### src/rtl/hp_divider_seq.sv
// Sequential FP16 divider: op = A / B using a 12-step radix-2 restoring mantissa divider.
// Fixed latency; exception encoding matches hp_multiplier (00 ok, 01 ovf, 10 unf, 11 div-by-zero).
module hp_divider_seq (
   input  logic        clk,
   input  logic        rst,
   input  logic        start,
   input  logic [15:0] A,
   input  logic [15:0] B,
   output logic [15:0] op,
   output logic [1:0]  exceptions,
   output logic        busy,
   output logic        done
);

   localparam logic [1:0] S_IDLE = 2'd0;
   localparam logic [1:0] S_DIV  = 2'd1;
   localparam logic [1:0] S_NORM = 2'd2;

   logic [1:0]  state;
   logic [3:0]  cnt;
   logic        sign;
   logic [4:0]  exp_a;
   logic [4:0]  exp_b;
   logic [10:0] man_b;
   logic [11:0] rem;
   logic [11:0] quo;

   // restoring step
   logic [11:0] divisor;
   logic [11:0] rem_diff;
   logic        ge;
   logic [11:0] rem_next;
   logic [11:0] quo_next;

   always_comb begin
      divisor  = {1'b0, man_b};
      ge       = (rem >= divisor);
      rem_diff = rem - divisor;
      // remainder stays below 2*divisor, so bit 11 is always clear before the shift
      rem_next = ge ? {rem_diff[10:0], 1'b0} : {rem[10:0], 1'b0};
      quo_next = {quo[10:0], ge};
   end

   // normalization and result selection
   logic signed [6:0] exp_base;
   logic signed [6:0] exp_res;
   logic [9:0]        frac;
   logic [15:0]       res_op;
   logic [1:0]        res_exc;

   always_comb begin
      exp_base = $signed({2'b00, exp_a}) - $signed({2'b00, exp_b}) + 7'sd15;
      exp_res  = quo[11] ? exp_base : exp_base - 7'sd1;
      frac     = quo[11] ? quo[10:1] : quo[9:0];
      res_op   = {sign, 15'h0000};
      res_exc  = 2'b00;
      if (exp_b == 5'd0) begin
         res_op  = {sign, 5'h1F, 10'h000};
         res_exc = 2'b11;
      end else if (exp_a == 5'd0) begin
         res_op  = {sign, 15'h0000};
         res_exc = 2'b00;
      end else if (exp_res > 7'sd30) begin
         res_op  = {sign, 5'h1F, 10'h000};
         res_exc = 2'b01;
      end else if (exp_res < 7'sd1) begin
         res_op  = {sign, 15'h0000};
         res_exc = 2'b10;
      end else begin
         res_op  = {sign, exp_res[4:0], frac};
         res_exc = 2'b00;
      end
   end

   always_ff @(posedge clk) begin
      if (rst) begin
         state      <= S_IDLE;
         cnt        <= 4'd0;
         sign       <= 1'b0;
         exp_a      <= 5'd0;
         exp_b      <= 5'd0;
         man_b      <= 11'd0;
         rem        <= 12'd0;
         quo        <= 12'd0;
         op         <= 16'h0000;
         exceptions <= 2'b00;
         busy       <= 1'b0;
         done       <= 1'b0;
      end else begin
         done <= 1'b0;
         case (state)
            S_IDLE: begin
               if (start) begin
                  sign  <= A[15] ^ B[15];
                  exp_a <= A[14:10];
                  exp_b <= B[14:10];
                  man_b <= {1'b1, B[9:0]};
                  rem   <= {1'b0, 1'b1, A[9:0]};
                  quo   <= 12'd0;
                  cnt   <= 4'd11;
                  busy  <= 1'b1;
                  state <= S_DIV;
               end
            end
            S_DIV: begin
               rem <= rem_next;
               quo <= quo_next;
               if (cnt == 4'd0) begin
                  state <= S_NORM;
               end else begin
                  cnt <= cnt - 4'd1;
               end
            end
            S_NORM: begin
               op         <= res_op;
               exceptions <= res_exc;
               done       <= 1'b1;
               busy       <= 1'b0;
               state      <= S_IDLE;
            end
            default: begin
               busy  <= 1'b0;
               state <= S_IDLE;
            end
         endcase
      end
   end

endmodule
### config.mk
export PLATFORM = sky130hd
export DESIGN_NAME = hp_divider_seq
export DESIGN_NICKNAME = d
export VERILOG_FILES = /design/src/rtl/hp_divider_seq.sv
export SDC_FILE = /design/constraint.sdc
export NUM_CORES = 1
export LEC_CHECK = 0
export ABC_AREA = 1
export BUFFER_PORTS_ARGS = -buffer_cell sky130_fd_sc_hd__buf_2
export CAP_MARGIN = 20
export CORE_ASPECT_RATIO = 0.75
export CORE_MARGIN = 2
export CORE_UTILIZATION = 58
export DETAILED_ROUTE_END_ITERATION = 7
export PLACE_DENSITY = 0.92
export SYNTH_ARGS = -nofsm -noshare
export SYNTH_HDL_FRONTEND = slang
export SYNTH_SLANG_ARGS = --single-unit
### constraint.sdc
create_clock -name clk -period 2.9 [get_ports clk]
set_clock_uncertainty 0.1 [all_clocks]
set_input_delay 0.58 -clock clk [delete_from_list [all_inputs] [get_ports clk]]
set_output_delay 0.58 -clock clk [all_outputs]
set_load 0.03 [all_outputs]
== Word level (Yosys, flattened, before mapping) ==
Index checks and enable logic that the tools add are counted.

* Add/sub/neg operators: 5
* $lt $le $gt $ge: 3
* Eq/ne operators: 5
* Muxes and demuxes: 24
* Bitwise gates (word level): 2
* Reductions and logical operators: 10

{| class="wikitable"
|+ Operators with widths
! operator !! count
|-
| two-way mux 15 bit || 4
|-
| one-hot mux 12 bit (2 select lines) || 2
|-
| two-way mux 12 bit || 3
|-
| >= comparator 12 x 11 -> 1 bit || 1
|-
| two-way mux 2 bit || 6
|-
| subtractor 11 bit || 1
|-
| zero test 5 bit || 2
|-
| two-way mux 10 bit || 1
|-
| two-way mux 4 bit || 2
|-
| one-hot mux 4 bit (2 select lines) || 1
|-
| AND reduction 2 bit || 4
|-
| adder 6 x 5 -> 7 bit (second input constant) || 1
|-
| > comparator 7 x 6 -> 1 bit (second input constant) || 1
|-
| less-than comparator 7 x 2 -> 1 bit (second input constant) || 1
|-
| two-way mux 7 bit || 1
|-
| subtractor 7 x 2 -> 7 bit (second input constant) || 1
|-
| inequality test 2 bit (second input constant) || 3
|-
| subtractor 5 x 5 -> 6 bit || 1
|-
| zero test 4 bit || 1
|-
| one-hot mux 2 bit (2 select lines) || 1
|-
| subtractor 4 x 1 -> 4 bit (second input constant) || 1
|-
| AND reduction 3 bit || 1
|-
| == test 2 x 1 -> 1 bit (second input constant) || 1
|-
| == test 2 bit (second input constant) || 1
|-
| 6 further kinds || 7
|}

* Flip-flop bits (word level): 72
* Output and inout bits: 20

== Depth between registers and ports, before layout ==
* Depth after elaboration: 9
* Mapped depth: 19

== Least setup slack after synthesis ==
Ideal clock, no wire load.

* Path type: reg2reg
* Start: register exp_a[0]
* End: register op[10]
* Data arrival time: 2.410 ns
* Required time: 2.686 ns
* Slack: 0.276 ns
* Cell stages (with the launch flop): 20
* Clock period less this slack: 2.624 ns
* Cell sequence: dfxtp_1 > inv_1 > ha_1 > inv_1 > fa_1 > inv_1 > ha_1 > inv_1 > nand3_1 > nand2_1 > nor2_2 > nand3_2 > nor2_1 > nand2_1 > nand2_2 > nand2_2 > nand3_1 > nand2_1 > o21bai_1 > inv_1

* Word-level cells in the longest chain between the ends: 9
* Elaborated cells on any way between the ends: 11
* Those cells by class: add/sub: 3; order compare: 2; mux: 5; reduce/logical: 1

{| class="wikitable"
|+ Ends and longest elaborated chain
! element !! RTL line !! text
|-
| start: declaration || 22 || <nowiki>logic [4:0] exp_a;</nowiki>
|-
| start signal: assignment || 95 || <nowiki>exp_a <= A[14:10];</nowiki>
|-
| subtractor 5 x 5 -> 6 bit || 52 || <nowiki>exp_base = $signed({2'b00, exp_a}) - $signed({2'b00, exp_b}) + 7'sd15;</nowiki>
|-
| adder 6 x 5 -> 7 bit || 52 ||
|-
| subtractor 7 x 2 -> 7 bit || 53 || <nowiki>exp_res = quo[11] ? exp_base : exp_base - 7'sd1;</nowiki>
|-
| two-way mux 7 bit || 53 ||
|-
| less-than comparator 7 x 2 -> 1 bit || 66 || <nowiki>end else if (exp_res < 7'sd1) begin</nowiki>
|-
| two-way mux 15 bit || 66 ||
|-
| two-way mux 15 bit || 63 || <nowiki>end else if (exp_res > 7'sd30) begin</nowiki>
|-
| two-way mux 15 bit (*) || 60 || <nowiki>end else if (exp_a == 5'd0) begin</nowiki>
|-
| two-way mux 15 bit (*) || 57 || <nowiki>if (exp_b == 5'd0) begin</nowiki>
|-
| end signal: assignment || 115 || <nowiki>op <= res_op;</nowiki>
|-
| end: declaration || 9 || <nowiki>output logic [15:0] op,</nowiki>
|}

Every way passes the cells marked *; elsewhere a longest branch is shown, timed or not.
A chain may end at the register's enable or synchronous reset.

== Worst setup path after layout ==
* Start: register exp_a[0]
* End: register op[4]

Same word-level chain as after synthesis.

==> metrics <==
Final Critical Period about 2.8 ns; worst-path cell with the longest stage delay fa_1; die area 0.00765 sq mm; CP most frequent cell inv_2; RSZ-0062 raised after global routing yes; Worst Path Arrival approximately 3.0 ns; Rel. slew slack 49.8%; GRT Total Usage between 20 and 30%; Worst Setup End Kind flop; iteration-0 DRC count of the detailed router around 300; Clock Pin Slew Worst Setup and Hold Paths around 0.07 ns; Slew Limit Fails 0; hold buffers post-CTS 0; Final Hold Viols 0; CTS Sinks 72; Cells after Synth 580; Area Growth Syn to Fin 18.8%; I/O Buffers 54; worst hold slack approximately 0.35 ns; Row Count 26; static leakage ~2.2 nW; Cell Area, Synth 0.00404 sq mm; non-filler instance count after layout roughly 730; worst vdd ir roughly 0.43 mV; WL final between 10000 and 15000 um; grt ovf 0; CP Launch Type flop; initial antenna violation count 0; Worst Path Buf+Inv 4; # IOs 55; first-pass GRT wire length ~17000 um; most common cell after layout, fill and taps aside nand2_1; First-pass DRT Iterations 6; Cell Pwr Density 713 mW/mm^2; warning count from the yosys run 0; peak per-stage delay on the critical path ~0.48 ns; root buf cell clkbuf_8; GP Congestion about 0.91; maxcap violations 0; Placed Instance Area approximately 0.0044 sq mm; vias in the first global route 4034; cts bufs inserted 9; syn nets approximately 640; setup TNS 0 ns; post-synth cell types 36; Avg Inst Size Synth just under 7 sq um; clk buf depth 2; routed length per instance ~14 um; P_int 2.07 mW; Flop pwr share roughly 32%; sw frac between 30 and 40%; nets@finish between 600 and 700; TritonCTS clock tree done; Worst Hold Class in -> reg; Clock Latency Late Sink ~0.35 ns; Die H 76.2 um; commonest non-fill, non-tap cells in the layout nand2_1, dfxtp_1, inv_1; post-route cell area between 0.004 and 0.005 sq mm; critical path type reg -> reg; status complete, no violations; Via-to-Cell Ratio about 5.7; Starting Density between 50% and 60%; clock share of power between 20% and 30%; Comb pwr share about 43%; htree depth 3; Vias 4179; Post-DRT Antenna Nets 0; Seq cells post-synth 72; Switch Pwr 1.35 mW; CP Max Fanout 8; largest net degree at the start of global routing slightly above 40; core area between 0.006 and 0.007 sq mm; required time worst endpoint between 3 and 4 ns; placed insts just over 700; final antenna diode count 0; sequential area share after synthesis 35.7%; Slew @ Worst Pin approximately 0.75 ns; drt drc 0; CP top delay family simple AND/OR/NAND/NOR gates; Die Width ~100 um; Final HPWL DP about 7000 um; f_max approximately 0.35 GHz; layout cells sized above 1 20.7%; final setup vio count 0; Final Cycle Share 97.9%; crit path cell chain inv_2, ha_4, inv_2, fa_1, inv_2, ha_4, inv_2, nand3_2, nand2_1, nor2_2, nand3_2, nor2_2, nand2_1, nand2_2, nand2_4, nor2_4, nand3_2, o21ai_2
[synthesized netlist by cell type]
master	number	area [sq um]
nand2_1	94	353
dfxtp_1	72	1440
inv_1	72	270
a21oi_1	64	320
o21ai_0	64	320
nor2_1	47	176
nand3_1	44	220
ha_1	20	250
clkbuf_1	19	71.3
o21ai_1	9	45.0
o22ai_1	8	50.1
nand2_2	7	43.8
nor3_1	6	30.0
nand3b_1	5	37.5
nand4_1	5	31.3
o211ai_1	5	37.5
xnor2_1	5	43.8
xor2_1	5	43.8
nand3_2	4	40.0
o32ai_1	4	35.0
a211oi_1	2	15.0
a21oi_2	2	17.5
clkinv_1	2	7.51
fa_1	2	40.0
inv_2	2	7.51
a21o_1	1	7.51
a31oi_1	1	6.26
and2_1	1	6.26
buf_6	1	11.3
nand2_4	1	11.3
nor2_2	1	6.26
nor2_4	1	11.3
nor4_1	1	6.26
o21a_1	1	7.51
o21bai_1	1	7.51
or2_2	1	6.26
[state kept, by name, summed over array words and instances, names as in the netlist, 4 cells and up]
register and flops:
op 16, man_b 11, exp_b 5, quo 12, cnt 4, rem 12, exp_a 5
[cell type report]
| cell class | instances | area (sq um) |
|---|---|---|
| Sequential cell | 72 | 1450 |
| Clock inverter | 6 | 85.1 |
| Tap cell | 84 | 105 |
| Clock buffer | 9 | 124 |
| Multi-Input combinational cell | 412 | 2370 |
| Timing Repair Buffer | 69 | 383 |
| Fill cell | 520 | 1970 |
| Inverter | 76 | 285 |
[through the flow]
stage / power [mW] / utilization (%) / setup slack [ns]
4_1_cts: 3.20 / 68.0 / 0.0300
3_5_place_dp: 2.33 / 64.8 / -0.0404
2_1_floorplan: 2.06 / - / 0.276
5_1_grt: 3.63 / 70.9 / -0.140
3_3_place_gp: 2.28 / 64.8 / 0.152
6_report: 3.42 / 70.9 / 0.0608
[power by group through the flow]
stage | Clock [mW] | Sequential, mW | Combinational (mW)
after global routing | 0.904 | 1.11 | 1.61
final | 0.855 | 1.10 | 1.46
after global placement | 0 | 1.12 | 1.16
after floorplan | 0 | 1.13 | 0.938
after detailed placement | 0 | 1.12 | 1.21
after CTS | 0.857 | 1.10 | 1.24
[metal layers]
metal / track usage (%) / wire length [um] / part of all wire (%) / up-vias
met1: 33.2 / 4410 / 42 / 1907
met4: 11.2 / 269 / 2.6 / 0
met5: 0 / 0 / 0 / -
li1: - / - / - / 2056
met3: 6.70 / 764 / 7.3 / 31
met2: 45.5 / 5020 / 48 / 185
[repair_timing]
action / CTS / global route
endpoints found under the setup margin: 10 / 15
setup buffers: 0 / 8
pin swaps: 1 / 26
gates resized for setup: 3 / 36
[worst paths after layout]
kind / depth (start not counted) / endpoint / slack (ns) / startpoint
min reg2reg: 2 / op[8] / 0.37 / op[8]
min: 3 / exp_a[1] / 0.35 / A[11]
max: 18 / op[4] / 0.06 / exp_a[0]
max reg2reg: 18 / op[4] / 0.06 / exp_a[0]
[tightest hold or removal path: stages]
cell	delay, ns
buf_2	0.08
nor2_1	0.03
nor2_1	0.08
[cells by family after synthesis]
family / Yosys count / synth area share (%)
AND/OR/NAND/NOR: 218 / 24.3
AO/OA/AOI/OAI: 162 / 21.5
buffers and inverters: 96 / 9.11
flip-flops: 72 / 35.7
adder cells (fa/ha/maj): 22 / 7.19
XOR/XNOR: 10 / 2.17
No activity file was read; power rests on OpenSTA's default activity.
